**src/rtl/param_updown_counter_if.sv**
```systemverilog
// Control and status bundle for param_updown_counter.
// The master drives the count controls; the slave (the counter) returns
// the registered count, the terminal-count flag and the overflow pulse.
interface param_updown_counter_if #(
  parameter int WIDTH = 8
) ();

  logic             en;
  logic             up_dn;
  logic             load;
  logic [WIDTH-1:0] d;
  logic [WIDTH-1:0] q;
  logic             tc;
  logic             ovf;

  modport master (
    output en, up_dn, load, d,
    input  q, tc, ovf
  );

  modport slave (
    input  en, up_dn, load, d,
    output q, tc, ovf
  );

endinterface

```
**src/rtl/param_updown_counter.sv**
```systemverilog
// Parametrised synchronous up/down counter with a configurable modulus,
// wrap or saturate behaviour at the boundaries, clamped parallel load,
// a combinational terminal-count flag for cascading and a registered
// one-cycle overflow pulse.
// The reset input is active-low even though it is named reset.
module param_updown_counter #(
  parameter int               WIDTH    = 8,
  parameter logic [WIDTH-1:0] MAX_VAL  = '1,
  parameter bit               SATURATE = 1'b0
) (
  input  logic                         clk,
  input  logic                         reset,
  param_updown_counter_if.slave        bus
);

  localparam logic [WIDTH-1:0] ONE  = {{(WIDTH-1){1'b0}}, 1'b1};
  localparam logic [WIDTH-1:0] ZERO = '0;

  logic [WIDTH-1:0] count_q;
  logic [WIDTH-1:0] count_d;
  logic             ovf_q;
  logic             ovf_d;
  logic             atMax;
  logic             atZero;

  assign atMax  = (count_q == MAX_VAL);
  assign atZero = (count_q == ZERO);

  // Next count and overflow: load wins over counting, counting over hold.
  always_comb begin
    count_d = count_q;
    ovf_d   = 1'b0;
    if (bus.load) begin
      count_d = (bus.d > MAX_VAL) ? MAX_VAL : bus.d;
    end else if (bus.en) begin
      if (bus.up_dn) begin
        if (atMax) begin
          ovf_d   = 1'b1;
          count_d = SATURATE ? MAX_VAL : ZERO;
        end else begin
          count_d = count_q + ONE;
        end
      end else begin
        if (atZero) begin
          ovf_d   = 1'b1;
          count_d = SATURATE ? ZERO : MAX_VAL;
        end else begin
          count_d = count_q - ONE;
        end
      end
    end
  end

  // Count and overflow registers, cleared immediately while reset is low.
  always_ff @(posedge clk or negedge reset) begin
    if (!reset) begin
      count_q <= ZERO;
      ovf_q   <= 1'b0;
    end else begin
      count_q <= count_d;
      ovf_q   <= ovf_d;
    end
  end

  assign bus.q   = count_q;
  assign bus.ovf = ovf_q;
  assign bus.tc  = bus.en & ~bus.load &
                   ((bus.up_dn & atMax) | (~bus.up_dn & atZero));

endmodule

```
**src/flat_wrapper.sv**
```systemverilog
// flat-port wrapper written by rule: the top's interface ports become plain ports
module param_updown_counter_flat 
#(
  parameter int               WIDTH    = 8,
  parameter logic [WIDTH-1:0] MAX_VAL  = '1,
  parameter bit               SATURATE = 1'b0
)
  (clk, reset, bus_en, bus_up_dn, bus_load, bus_d, bus_q, bus_tc, bus_ovf);
  param_updown_counter_if #(.WIDTH(WIDTH)) bus_i ();
  input  logic clk;
  input  logic reset;
  input wire logic [$bits(bus_i.en)-1:0] bus_en;
  input wire logic [$bits(bus_i.up_dn)-1:0] bus_up_dn;
  input wire logic [$bits(bus_i.load)-1:0] bus_load;
  input wire logic [$bits(bus_i.d)-1:0] bus_d;
  output wire logic [$bits(bus_i.q)-1:0] bus_q;
  output wire logic [$bits(bus_i.tc)-1:0] bus_tc;
  output wire logic [$bits(bus_i.ovf)-1:0] bus_ovf;
  assign bus_i.en = bus_en;
  assign bus_i.up_dn = bus_up_dn;
  assign bus_i.load = bus_load;
  assign bus_i.d = bus_d;
  assign bus_q = bus_i.q;
  assign bus_tc = bus_i.tc;
  assign bus_ovf = bus_i.ovf;
  param_updown_counter #(.WIDTH(WIDTH), .MAX_VAL(MAX_VAL), .SATURATE(SATURATE)) u_core (.clk(clk), .reset(reset), .bus(bus_i));
endmodule
```
**config.mk**
```make
export PLATFORM = sky130hd
export DESIGN_NAME = param_updown_counter_flat
export DESIGN_NICKNAME = d
export VERILOG_FILES = /design/src/rtl/param_updown_counter_if.sv /design/src/rtl/param_updown_counter.sv /design/src/flat_wrapper.sv
export SDC_FILE = /design/constraint.sdc
export NUM_CORES = 1
export LEC_CHECK = 0
export ABC_AREA = 0
export CAP_MARGIN = 20
export CORE_MARGIN = 1
export CORE_UTILIZATION = 51
export DETAILED_ROUTE_END_ITERATION = 10
export PLACE_DENSITY = 0.82
export SLEW_MARGIN = 0
export SYNTH_ARGS = -nofsm -noshare
export SYNTH_HDL_FRONTEND = slang
export SYNTH_SLANG_ARGS = --single-unit
export TNS_END_PERCENT = 20
```
**constraint.sdc**
```tcl
create_clock -name clk -period 5.5 [get_ports clk]
set_clock_uncertainty 0.2 [all_clocks]
set_input_delay 1.65 -clock clk [delete_from_list [all_inputs] [get_ports clk]]
set_output_delay 1.65 -clock clk [all_outputs]
set_load 0.005 [all_outputs]
```
; Yosys cells after proc, flatten, opt, wreduce, memory -nomap -nowiden
; Cells that the tools add are included.
; Widths: inputs -> output; s select.
[totals]
inputBits = 13
out_inout_bits = 10
ff_bits = 9
word_cells = 26
[classes]
bitwise = 7
add_sub_neg = 2
n_eq_ne = 1
magnitude_cmp = 1
muxes = 11
reduce_logical = 2
[ops]
columns = op, n
row1 = $mux 8, 6
row2 = $add 8x1->8 const B, 1
row3 = $eq 8x8->1 const B, 1
row4 = $gt 8x8->1 const B, 1
row5 = $logic_not 8->1, 1
row6 = $sub 8x1->8 const B, 1
row7 = $mux 1, 5
row8 = $and 1x1->1, 4
row9 = $not 1->1, 2
row10 = $reduce_bool 2->1, 1
row11 = $or 1x1->1, 1

; Longest topological paths before layout
; Gate-level depths: netlist (run 1).
[depth]
ltp_word = 5
ltp_mapped = 7
depth_no_buf = 6

; Worst setup path after synthesis (run 1)
; Ideal clock, no wire load.
[synth_timing]
kind = input to output
from = input bus_en
to = output bus_tc
arrival_ps = 2457
path_stages = 4
slack_ps = 1193
path_buffers = 1
t_required_ps = 3650
cell_sequence = clkbuf_1 -> inv_1 -> nor2_1 -> a21boi_1
[synth_between]
elab_chain_cells = 2
[synth_rtl]
columns = element, line_no
row1 = "start, declared", flat_wrapper.sv:12  ; input wire logic [$bits(bus_i.en)-1:0] bus_en;
row2 = $and 1x1->1 (2 in a row), param_updown_counter.sv:67  ; assign bus.tc = bus.en & ~bus.load &
row3 = "end, declared", flat_wrapper.sv:17  ; output wire logic [$bits(bus_i.tc)-1:0] bus_tc;
; No other way between the ends.

; Worst setup path in the final report (run 1)
[layout_timing]
from = input bus_up_dn
to = output bus_tc
[layout_between]
elab_chain_cells = 4
elab_cells_between_ends = 5
[layout_rtl]
columns = element, line_no
row1 = "start, declared", flat_wrapper.sv:13  ; input wire logic [$bits(bus_i.up_dn)-1:0] bus_up_dn;
row2 = $not 1->1, param_updown_counter.sv:68  ; ((bus.up_dn & atMax) | (~bus.up_dn & atZero));
row3 = $and 1x1->1, param_updown_counter.sv:68
row4 = $or 1x1->1 (*), param_updown_counter.sv:68
row5 = $and 1x1->1 (*), param_updown_counter.sv:67
; Every way passes the cells marked *; elsewhere a longest branch is shown, timed or not.

==> impl_results.md, run 1 <==
- Final global-route overflow total: 0
- Number of max-capacitance violations reported: 0
- Post-synthesis mux area share: 0%
- Area added between synthesis and finish: 26.1%
- Effective utilization at floorplan: 56.6%
- Clock root buffer: sky130_fd_sc_hd__clkbuf_4
- Leading cell type in the layout, fill and taps excluded: sky130_fd_sc_hd__clkdlybuf4s50_1
- Beginning of the worst register-to-register path: u_core.bus.q[0]$_DFFE_PN0P_
- Netlist area before placement: 892 sq um
- Routability congestion estimate: 0.890
- # IOs: 23
- Count of warnings emitted by yosys: 0
- Clock tree from TritonCTS: done
- Largest net degree at the start of global routing: 19
- Endpoint of the worst register-to-register path: u_core.bus.q[3]$_DFFE_PN0P_
- Relative slew slack: 64.1%
- Net count of the finished layout: 152
- Comb pwr share: 37.5%
- Async set-reset flop share out of synthesis: 100%
- Cells on Worst Hold Path: 2
- Setup violators final: 0
- Dominant combinational cell family by area after synthesis: compound AO/OA/AOI/OAI gates
- # DRC: 3
- Horiz. Die Dim: 43.8 microns
- Maximum root-to-sink buffer count: 2
- Global-route track usage on met2: 48.1%
- Layer with the highest usage after global routing: met2
- Commonest cells after routing, fill and taps aside: sky130_fd_sc_hd__clkdlybuf4s50_1, sky130_fd_sc_hd__nor2_1, sky130_fd_sc_hd__nand2_1, sky130_fd_sc_hd__dfrtp_1
- Pleak: 0.000448 uW
- Internal reg-to-reg setup slack: 3370 ps
- Maximum single-stage delay on the critical path: 560 ps
- Synthesized net count: 133
- DIE AREA: 1920 sq um
- Clock-pin slew on the worst setup and hold paths: 70 ps
- Sequential cell area fraction in the yosys report: 25.2%
- Most prevalent standard cell on the critical path: sky130_fd_sc_hd__clkdlybuf4s50_1
- Violated checks: DRC
- Critical path endpoint category: output port
- Cell Pwr Density: 217 nW/um^2
- Clk network pwr share: 22.8%
- Placeable core region: 1580 sq um
- Critical path type: in -> out
- Cell type of the slowest stage on the worst timing path: sky130_fd_sc_hd__clkdlybuf4s50_1
- Antenna violations before repair: 0
- Worst Hold Margin: 549 ps
- Buffers added on ports: 22
- Adder-cell share of the synthesized area: 4.21%
- Internal portion of total power: 150 uW
- Layout cells sized above 1: 7.41%
- Relative contribution of sequential cells to total power: 39.7%
- Detailed Place HPWL: 1.72 mm
- Yosys reg bits: 9
- Number of cell instances on the worst register-to-register path: 5
- Synth cell types: 41
- CTS buffer count: 3
- Final slew viol count: 0
- Class of the worst hold path: reg -> reg
- Met3 capacity usage during global routing: 3.75%
- Sink count of the clock tree: 9
- Via count of the first global-routing pass: 872
- ANT nets after route: 0
- Sink of the worst hold path: u_core.bus.q[3]$_DFFE_PN0P_
- Number of core rows: 14
- Critical path cell sequence: clkdlybuf4s50_1 > inv_4 > nand3_1 > a21boi_1 > clkdlybuf4s50_1
- Vias per Instance: 6.52
- Total negative slack: 0 ps
- Wire length of the first global-routing pass: 3.97 mm
- Synthesized-area fraction occupied by and/or/nand/nor cells: 26.5%
- Avg Cell Area, Syn: 7.62 sq um
- Measured slew at the worst slew-check pin: 539 ps
- Beginning of the worst hold path: u_core.bus.q[3]$_DFFE_PN0P_
- Routed length per instance: 16.2 microns
- Kind of start point of the critical path: input port
- Critical path data arrival time: 3220 ps
- Total of hold buffers inserted after clock tree synthesis: 0
- Status: finished with violations
- Worst-path maximum fanout: 8
- Switching share of power: 38.3%
- Critical path data required time: 3650 ps
- IR drop worst, VDD: 0.150 mV
- Commonest register cell after synthesis: sky130_fd_sc_hd__dfrtp_1
- Antenna cells: 0
- Post-synth EDFFs: 0
- Power dissipated by switching net loads: 93.4 uW
- Shortest period the worst path allows: 5070 ps
- Highest achievable clock rate: 0.197 GHz
- DRT Pass-1 Iters: 7
- Initial DRC Count: 46
- Tot GR Track Use: 28.3%
- Xor and xnor area share after synthesis: 4.91%
- Total of cells resized after clock tree synthesis: 0
- Final Hold Violating Endpoints: 0
- Synthesized-area fraction occupied by ao, oa, aoi and oai cells: 30.0%
- Total setup buffers inserted after CTS: 0
- Total via count in the routed design: 984
- Final wirelength: 2.45 mm
- Clock insertion delay at the later pin of the skew report: 270 ps
- Die Span Y: 43.8 microns
- Met1 usage in global routing: 37.2%
- Post-route clock period utilization: 92.2%
- Number of cells produced by synthesis: 117
- Unrepaired setup endpoints after global routing: no
- H-Tree Depth: 1
## flip-flops by register name, summed over array words and instances (netlist names)
| signal | flops |
|---|---|
| u_core.bus.q | 8 |
| u_core.bus.ovf | 1 |
## cells by family after synthesis
group / Yosys count
flip-flops: 9
adder cells (fa/ha/maj): 3
XOR/XNOR: 5
AO/OA/AOI/OAI: 40
buffers and inverters: 17
AND/OR/NAND/NOR: 43
## synth_stat cells, types with 3 or more instances
cell                        n  area, sq um
sky130_fd_sc_hd__dfrtp_1    9          225
sky130_fd_sc_hd__xnor2_1    3         26.3
sky130_fd_sc_hd__ha_1       3         37.5
sky130_fd_sc_hd__nor2_1    13         48.8
sky130_fd_sc_hd__o21ai_0    3         15.0
sky130_fd_sc_hd__o21ai_1    7         35.0
sky130_fd_sc_hd__a31oi_1    5         31.3
sky130_fd_sc_hd__clkbuf_1   6         22.5
sky130_fd_sc_hd__nand3_1    5         25.0
sky130_fd_sc_hd__buf_2      3         15.0
sky130_fd_sc_hd__inv_1      5         18.8
sky130_fd_sc_hd__o31ai_1    3         22.5
sky130_fd_sc_hd__a21oi_1    7         35.0
sky130_fd_sc_hd__nand2_1    9         33.8
## worst max-delay path: cells and delay by family
family / cells / cell delay (ps)
and+or+nand+nor: 1 / 120
buffers and inverters: 3 / 1250
AOI/OAI and AO/OA: 1 / 190
## worst max-delay path by stage
stage               startpoint  endpoint  slack [ps]  depth (start not counted)
CTS                  bus_up_dn    bus_tc         460                          5
finish               bus_up_dn    bus_tc         430                          5
floorplan               bus_en    bus_tc        1190                          4
global placement     bus_up_dn    bus_tc         520                          5
detailed placement   bus_up_dn    bus_tc         470                          5
global route         bus_up_dn    bus_tc         360                          5
## per-layer routing
layer / routed length [microns] / share of wire, %
met5: 0 / 0
met1: 1060 / 43
met3: 211 / 8.6
met2: 1140 / 47
met4: 40 / 1.6
## power by group through the flow
stage | clock network (uW) | registers, uW | logic [uW]
CTS | 54.5 | 96.4 | 90.8
detailed placement | 0 | 97.7 | 90.1
finish | 55.7 | 96.7 | 91.3
global placement | 0 | 96.3 | 88.9
global route | 58.9 | 98.7 | 100
floorplan | 0 | 82.6 | 69.6
## final cells by class
type / count / area, sq um
flip-flops and latches: 9 / 225
well taps: 16 / 20.0
fillers: 133 / 452
multi-input cells: 91 / 586
inverters: 6 / 25.0
repair buffers: 25 / 243
clock buffers: 4 / 26.3
## per-stage QoR
stage                     cells  util, %  setup slack [ps]  instance area, sq um  total power, uW
after global routing        151     71.3               360                  1120              258
after CTS                   151     71.3               465                  1120              242
after global placement      147     69.7               518                  1100              185
after floorplan             117        -              1190                   892              152
final                       151     71.3               431                  1120              244
after detailed placement    147     69.7               465                  1100              188
Power figures use the tool's default switching activity.
==> run 2: changes to the inputs <==
--- a/config.mk
+++ b/config.mk
@@ -8,9 +8,9 @@
 export ABC_AREA = 0
 export CAP_MARGIN = 20
 export CORE_MARGIN = 1
-export CORE_UTILIZATION = 51
+export CORE_UTILIZATION = 50
 export DETAILED_ROUTE_END_ITERATION = 10
-export PLACE_DENSITY = 0.82
+export PLACE_DENSITY = 0.81
 export SLEW_MARGIN = 0
 export SYNTH_ARGS = -nofsm -noshare
 export SYNTH_HDL_FRONTEND = slang
==> impl_results.md, run 2 (synthesis gave the netlist of run 1 again) <==
- Critical path cell sequence: clkdlybuf4s50_1 > inv_4 > nand3_1 > a21boi_1 > clkdlybuf4s50_1
- Largest net degree at the start of global routing: 19
- Total via count in the routed design: 959
- Final cell utilization of the core: 71.2%
- Total of hold buffers inserted after clock tree synthesis: 0
- Post-route clock period utilization: 91.5%
- Clock tree from TritonCTS: done
- Measured slew at the worst slew-check pin: 548 ps
- Highest achievable clock rate: 0.199 GHz
- Detailed Place HPWL: 1.71 mm
- Horiz. Die Dim: 44.2 microns
- Antenna cells: 0
- Critical path type: in -> out
- Critical path data required time: 3650 ps
- Clock insertion delay at the later pin of the skew report: 270 ps
- Die Span Y: 44.2 microns
- Routability congestion estimate: 0.890
- Antenna violations before repair: 0
- Net count of the finished layout: 152
- DIE AREA: 1960 sq um
- Vias per Instance: 6.03
- Total of cells resized after clock tree synthesis: 0
- Worst Hold Margin: 554 ps
- Cell Pwr Density: 215 nW/um^2
- Unrepaired setup endpoints after global routing: no
- Number of core rows: 14
- Initial DRC Count: 29
- Relative slew slack: 63.5%
- Most prevalent standard cell on the critical path: sky130_fd_sc_hd__clkdlybuf4s50_1
- Fill cell instance count of the final layout: 138
- Layout cells sized above 1: 7.41%
- Number of max-capacitance violations reported: 0
- Worst-path maximum fanout: 8
- Shortest period the worst path allows: 5030 ps
- Cell type of the slowest stage on the worst timing path: sky130_fd_sc_hd__clkdlybuf4s50_1
- Violated checks: DRC
- Placeable core region: 1590 sq um
- Area added between synthesis and finish: 27.2%
- Sink count of the clock tree: 9
- Total setup buffers inserted after CTS: 0
- Final global-route overflow total: 0
- DRT Pass-1 Iters: 10
- Buffers added on ports: 22
- H-Tree Depth: 1
- Tot GR Track Use: 29.0%
- ANT nets after route: 0
- Maximum single-stage delay on the critical path: 570 ps
- Critical path data arrival time: 3180 ps
- # DRC: 2
- Pleak: 0.000448 uW
- Via count of the first global-routing pass: 902
- Leading cell type in the layout, fill and taps excluded: sky130_fd_sc_hd__clkdlybuf4s50_1
- Wire length of the first global-routing pass: 4.20 mm
- # IOs: 23
- Status: finished with violations
- Effective utilization at floorplan: 56.0%
- Kind of start point of the critical path: input port
- Critical path endpoint category: output port
- Total negative slack: 0 ps
- Class of the worst hold path: reg -> reg
- IR drop worst, VDD: 0.196 mV
- Clock-pin slew on the worst setup and hold paths: 70 ps
- Final wirelength: 2.48 mm
- Maximum root-to-sink buffer count: 2
- Flip-flop count of the largest register, all copies and words added: 8
- Clock root buffer: sky130_fd_sc_hd__clkbuf_4
- Commonest cells after routing, fill and taps aside: sky130_fd_sc_hd__clkdlybuf4s50_1, sky130_fd_sc_hd__nor2_1, sky130_fd_sc_hd__nand2_1, sky130_fd_sc_hd__dfrtp_1
- Routed length per instance: 15.6 microns
- Final slew viol count: 0
- Final Hold Violating Endpoints: 0
- Setup violators final: 0
- CTS buffer count: 3
run 2: critical path: cells and delay by family:
family,cells,cell delay [ps]
simple gates,1,100
buf+inv,3,1260
compound gates,1,160
run 2: final timing paths:
check | end | cells after the start | from | slack, ps
max | bus_tc | 5 | bus_up_dn | 470
min | u_core.bus.q[3]$_DFFE_PN0P_ | 2 | u_core.bus.q[3]$_DFFE_PN0P_ | 550
max reg2reg | u_core.bus.q[3]$_DFFE_PN0P_ | 5 | u_core.bus.q[0]$_DFFE_PN0P_ | 3390
min reg2reg | u_core.bus.q[3]$_DFFE_PN0P_ | 2 | u_core.bus.q[3]$_DFFE_PN0P_ | 550
max in group asynchronous | u_core.bus.q[6]$_DFFE_PN0P_ | 1 | reset | 3250
min in group asynchronous | u_core.bus.q[7]$_DFFE_PN0P_ | 1 | reset | 1510
run 2: report_power, final:
part | total [uW] | internal, uW | switching, uW | leakage, uW
Sequential | 96.7 | 73.0 | 23.6 | 0.000110
Combinational | 91.1 | 49.1 | 42.0 | 0.000323
Clock | 56.2 | 28.0 | 28.2 | 0.0000150
Total | 244 | 150 | 93.8 | 0.000448
run 2: area by class of cell:
cell class | instances | area [sq um] | share of cell area, %
inverters | 6 | 25.0 | 2.21
multi-input cells | 91 | 586 | 51.6
well taps | 24 | 30.0 | 2.65
flip-flops and latches | 9 | 225 | 19.8
repair buffers | 25 | 243 | 21.4
clock buffers | 4 | 26.3 | 2.32
run 2: routing by layer:
metal	GRT usage [%]	routed length, microns	vias to the layer above
li1	-	-	465
met4	9.09	14	0
met1	37.1	1110	439
met2	50.3	1180	53
met3	3.67	183	2
met5	0	0	-
run 2: per-stage QoR:
step / setup WS [ps] / cells / cell area [sq um] / power (uW)
floorplan: 1190 / 117 / 892 / 152
global placement: 523 / 155 / 1110 / 184
detailed placement: 478 / 155 / 1110 / 187
CTS: 478 / 159 / 1130 / 243
global route: 415 / 159 / 1130 / 259
finish: 469 / 159 / 1130 / 244
==> run 3: changes to the inputs <==
--- a/config.mk
+++ b/config.mk
@@ -5,7 +5,6 @@
 export SDC_FILE = /design/constraint.sdc
 export NUM_CORES = 1
 export LEC_CHECK = 0
-export ABC_AREA = 0
 export CAP_MARGIN = 20
 export CORE_MARGIN = 1
 export CORE_UTILIZATION = 50
==> results of run 3 <==
No change in the layout: final DEF, timing and power equal those of run 2.
